===== src/rtl/packet_rx_pkg.sv =====
// Shared Structures package: the UART packet stream record and the default frame sync byte.
package Structures;

  localparam logic [7:0] DEFAULT_SYNC_BYTE = 8'h55;

  typedef struct packed {
    logic [7:0] Destination;
    logic [7:0] Source;
    logic [7:0] Length;
    logic [7:0] Data;
    logic       Valid;
    logic       SoP;
    logic       EoP;
  } UART_PACKET;

  localparam UART_PACKET UART_PACKET_IDLE = '{
    Destination: 8'h00, Source: 8'h00, Length: 8'h00, Data: 8'h00,
    Valid: 1'b0, SoP: 1'b0, EoP: 1'b0
  };

endpackage


===== src/rtl/packet_rx.sv =====
// Byte-stream framer: SYNC, Destination, Source, Length, then Length payload beats on opRxPacket.
// Optional inter-byte timeout compiled in with macro PACKET_RX_TIMEOUT_EN.
module packet_rx
  import Structures::*;
#(
  parameter logic [7:0]  SYNC_BYTE      = DEFAULT_SYNC_BYTE,
  parameter int unsigned TIMEOUT_CYCLES = 50000
) (
  input  logic       ipClk,
  input  logic       ipReset,
  input  logic [7:0] ipRxData,
  input  logic       ipRxValid,
  output UART_PACKET opRxPacket,
  output logic       opFrameError
);

  typedef enum logic [2:0] {
    IDLE = 3'd0,
    DEST = 3'd1,
    SRC  = 3'd2,
    LEN  = 3'd3,
    DATA = 3'd4
  } state_e;

  state_e     state_q, state_d;
  UART_PACKET pkt_q, pkt_d;
  logic [7:0] rem_q, rem_d;
  logic       timeout_s;

  if (TIMEOUT_CYCLES == 0) begin : g_bad_timeout
    $error("packet_rx: TIMEOUT_CYCLES must be nonzero");
  end

`ifdef PACKET_RX_TIMEOUT_EN
  localparam int unsigned TMO_W = $clog2(TIMEOUT_CYCLES + 1);

  logic [TMO_W-1:0] tmo_cnt_q, tmo_cnt_d;
  logic             err_q;

  // Idle clocks since the last accepted byte; only meaningful inside a frame.
  assign timeout_s = (state_q != IDLE) && (tmo_cnt_q == TMO_W'(TIMEOUT_CYCLES));

  // Timeout counter next value
  always_comb begin
    tmo_cnt_d = tmo_cnt_q;
    if (ipRxValid || (state_q == IDLE) || timeout_s) begin
      tmo_cnt_d = {TMO_W{1'b0}};
    end else begin
      tmo_cnt_d = tmo_cnt_q + {{(TMO_W-1){1'b0}}, 1'b1};
    end
  end

  // Timeout counter and abort pulse registers
  always_ff @(posedge ipClk) begin
    if (!ipReset) begin
      tmo_cnt_q <= {TMO_W{1'b0}};
      err_q     <= 1'b0;
    end else begin
      tmo_cnt_q <= tmo_cnt_d;
      err_q     <= timeout_s;
    end
  end

  assign opFrameError = err_q;
`else
  assign timeout_s    = 1'b0;
  assign opFrameError = 1'b0;
`endif

  // State, payload counter and packet registers
  always_ff @(posedge ipClk) begin
    if (!ipReset) begin
      state_q <= IDLE;
      rem_q   <= 8'd0;
      pkt_q   <= UART_PACKET_IDLE;
    end else begin
      state_q <= state_d;
      rem_q   <= rem_d;
      pkt_q   <= pkt_d;
    end
  end

  // Next-state logic; a timeout abort overrides any byte arriving in the same cycle
  always_comb begin
    state_d = state_q;
    if (timeout_s) begin
      state_d = IDLE;
    end else if (ipRxValid) begin
      case (state_q)
        IDLE:    state_d = (ipRxData == SYNC_BYTE) ? DEST : IDLE;
        DEST:    state_d = SRC;
        SRC:     state_d = LEN;
        LEN:     state_d = (ipRxData == 8'd0) ? IDLE : DATA;
        DATA:    state_d = (rem_q == 8'd1) ? IDLE : DATA;
        default: state_d = IDLE;
      endcase
    end else begin
      state_d = state_q;
    end
  end

  // Packet field updates; header fields hold until the next header overwrites them
  always_comb begin
    pkt_d       = pkt_q;
    pkt_d.Valid = 1'b0;
    pkt_d.SoP   = 1'b0;
    pkt_d.EoP   = 1'b0;
    rem_d       = rem_q;
    if (ipRxValid && !timeout_s) begin
      case (state_q)
        IDLE: rem_d = rem_q;
        DEST: pkt_d.Destination = ipRxData;
        SRC:  pkt_d.Source = ipRxData;
        LEN: begin
          pkt_d.Length = ipRxData;
          rem_d        = ipRxData;
        end
        DATA: begin
          pkt_d.Data  = ipRxData;
          pkt_d.Valid = 1'b1;
          pkt_d.SoP   = (rem_q == pkt_q.Length);
          pkt_d.EoP   = (rem_q == 8'd1);
          rem_d       = rem_q - 8'd1;
        end
        default: rem_d = rem_q;
      endcase
    end else begin
      rem_d = rem_q;
    end
  end

  assign opRxPacket = pkt_q;

endmodule

===== config.mk =====
export PLATFORM = sky130hd
export DESIGN_NAME = packet_rx
export DESIGN_NICKNAME = d
export VERILOG_FILES = /design/src/rtl/packet_rx_pkg.sv /design/src/rtl/packet_rx.sv
export SDC_FILE = /design/constraint.sdc
export NUM_CORES = 1
export LEC_CHECK = 0
export BUFFER_PORTS_ARGS = -buffer_cell sky130_fd_sc_hd__buf_4
export CAP_MARGIN = 25
export CORE_MARGIN = 5
export CORE_UTILIZATION = 26
export DETAILED_ROUTE_END_ITERATION = 10
export GPL_TIMING_DRIVEN = 0
export PLACE_DENSITY = 0.53
export SETUP_SLACK_MARGIN = 0.1
export SKIP_CTS_REPAIR_TIMING = 1
export SLEW_MARGIN = 20
export SYNTH_ARGS = -nofsm -noshare
export SYNTH_HDL_FRONTEND = slang
export SYNTH_SLANG_ARGS = --single-unit

===== constraint.sdc =====
create_clock -name ipClk -period 2.81 [get_ports ipClk]
set_clock_uncertainty 0.05 [all_clocks]
set_input_delay 0.4215 -clock ipClk [delete_from_list [all_inputs] [get_ports ipClk]]
set_output_delay 0.4215 -clock ipClk [all_outputs]
set_load 0.02 [all_outputs]

==> out/qor.csv <==
stage,metric,value,unit
outcome,status,finished clean,
critical_path,crit_type,reg -> reg,
placed_design,post_dp_cell_area,0.00250,mm2
floorplan,fp.dieW,98.5,um
clock_network,numCtsBuffers,5,
clock_network,htree_levels,2,
detailed_routing,wirelength,5900,um
cells_and_area,nets,310,
detailed_routing,drt-initial-drc-count,150,
logic_synthesis,synth-seq-cells,46,
logic_synthesis,ys_async_sr_fraction,0,
clock_network,clk_latency,0.30,ns
cells_and_area,drive_above_1_share,0.242,
floorplan,core,0.00769,mm2
sta,tns,0,ns
sta,rsz0062_at_grt,false,
global_route,met1_usage,0.163,
critical_path,cp.required,2.93,ns
global_route,busiest_layer,met2,
global_route,grt_pass1_vias,1903,
logic_synthesis,yosysTopAreaCellShare,0.452,
global_route,grt-ovfl-total,0,
placed_design,pre_cts_ws,0.984,ns
cells_and_area,diodes,0,
critical_path,max_stage_delay,0.31,ns
logic_synthesis,synth_top_area_cell,dfxtp_1,
logic_synthesis,synth_cells,245,
cells_and_area,fin_area,0.00265,mm2
sta,slew_headroom,0.597,
logic_synthesis,synth.top_cells.by_area,"dfxtp_1, nand2_1, a21oi_1",
global_route,grt_use_met3,0.0340,
sta,max_freq,620,MHz
logic_synthesis,synth_most_common_cell,nand2_1,
pwr,power.total,1.31,mW
pwr,p_leak,1.01,nW
logic_synthesis,synth_area_per_cell,8.31,um2
critical_path,worstPathArrival,1.74,ns
logic_synthesis,ys.flop_type,dfxtp_1,
sta,slew_violations,0,
placed_design,routabilityCongestion,0.813,
pwr,ir_drop,0.000278,V
global_route,grt_pass1_wl,9730,um
pwr,power_density,496,mW/mm2
job,maxCapViolations,0,
floorplan,die_h,98.5,um
sta,tightest_slew,0.601,ns
floorplan,die-area,0.00970,mm2
clock_network,cts.clk_slew.worst_paths,0.09,ns
global_route,grt_start_max_net_pins,15,
clock_network,numClockSinks,46,
critical_path,worstPathCellList,buf_4 -> nor3b_2 -> buf_2 -> nand2_1 -> nand3_1 -> a31oi_1,
sta,hold_viol,0,
critical_path,startpoint_type,register,
global_route,antenna_found_initial,0,
detailed_routing,drt_pass1_iterations,4,
sta,period_minus_slack,1.61,ns
sta,fin_hold_ws,0.359,ns
logic_synthesis,synth.distinct_cells,44,
placed_design,hpwlAfterDp,4220,um
sta,setup-violations-final,0,
global_route,grt_use_met2,0.202,
detailed_routing,post_drt_via_cell_ratio,4.66,
sta,fin_crit_sh,0.574,
critical_path,crit_path_end_kind,register,
logic_synthesis,synth_commonest_cells,"nand2_1, dfxtp_1, a21oi_1",
floorplan,io_pins,47,
logic_synthesis,ys_warn_count,0,
detailed_routing,drc,0,
placed_design,portBuffers,45,
logic_synthesis,ys_seq_area_frac,0.452,
sta,layout_setup_ws,1.20,ns
global_route,grt_usage,0.125,
logic_synthesis,syn_nets,258,
logic_synthesis,synth-edff-count,0,
clock_network,cts-root-buf,clkbuf_8,
detailed_routing,vias,1864,
floorplan,initial_core_util,0.265,
detailed_routing,ant_nets,0,
logic_synthesis,syn-cell-area,0.00204,mm2
critical_path,crit_slowest_cell,dfxtp_1,
detailed_routing,wl_per_cell,14.8,um
cells_and_area,synthToLayoutAreaGrowth,29.9,%
floorplan,row_count,32,
critical_path,crit_fanout,10,
clock_network,ctsLongestPathBuffers,2,
clock_network,cts_tree,built,
hold_path,hp-class,in -> reg,
## critical path, delay by kind of cell (launching register included)
family	cells	cell delay, ns
and+or+nand+nor	3	0.64
DFF	1	0.31
buffers and inverters	2	0.42
AOI/OAI and AO/OA	1	0.09
## worst paths after layout
check             cells after the start          start  slack (ns)            end
setup / recovery                      6     state_q[1]        1.20       rem_q[0]
setup reg to reg                      6     state_q[1]        1.20       rem_q[0]
hold reg to reg                       2  opRxPacket[4]        0.41  opRxPacket[4]
hold / removal                        3        ipReset        0.36  opRxPacket[2]
## stage by stage
step | utilization | cells
CTS | 0.344 | 400
global placement | 0.326 | 392
detailed placement | 0.326 | 392
global route | 0.344 | 400
floorplan | - | 245
finish | 0.344 | 400
## routing by layer
metal  wire length (um)  share of wire  up-vias
met1               2770           0.47      858
met2               2660           0.45       59
met4                 63          0.011        0
li1                   -              -      941
met3                403          0.068        6
met5                  0              0        -
## cell usage in the layout, fill, tap and decap left out, types with 2 or more instances in the layout
cell       instances
bufinv_16          2
nand3_1            5
nand4_1            3
buf_4             48
a31oi_1            3
nand2_1           54
buf_2              5
nor3_1             2
clkbuf_8           6
o21ai_1            2
o211ai_1           3
a22oi_1            2
nor2_1            21
o21a_1             2
o31a_1             2
nor3_2             2
nor3b_2            2
mux2i_1            8
buf_1              3
dfxtp_1           46
o21ai_0            5
nor4_1             2
a21oi_1           34
inv_1              6
ha_1               2
xnor2_1            8
## cells by family (layout without fill, tap and decap cells)
kind of cell / Yosys count / count (layout) / synth area share
xor gates and xnor gates: 8 / 8 / 0.0344
other: 1 / 1 / 0.00184
buffers and inverters: 19 / 72 / 0.0473
muxes: 8 / 8 / 0.0393
and+or+nand+nor: 103 / 103 / 0.248
AOI/OAI and AO/OA: 58 / 58 / 0.165
DFF: 46 / 46 / 0.452
adders and majority gates: 2 / 2 / 0.0123
## state kept, by name, indices dropped and copies added, names as in the netlist
name	count
opRxPacket	35
rem_q	8
state_q	3
## report_power, final
part	total [mW]	internal, mW	switching [mW]
combinational	0.0542	0.0165	0.0377
clock	0.605	0.379	0.226
sequential	0.651	0.651	0.0000860
total	1.31	1.05	0.264
## cell type report
class / instances / area [um2]
buffer: 13 / 73.8
clock buffer: 6 / 82.6
clock inverter: 2 / 60.1
fill: 816 / 5040
inverter: 6 / 22.5
multi-input combinational: 180 / 1020
sequential: 46 / 921
tap: 102 / 128
timing repair buffer: 45 / 338
No activity file was read; power rests on OpenSTA's default activity.
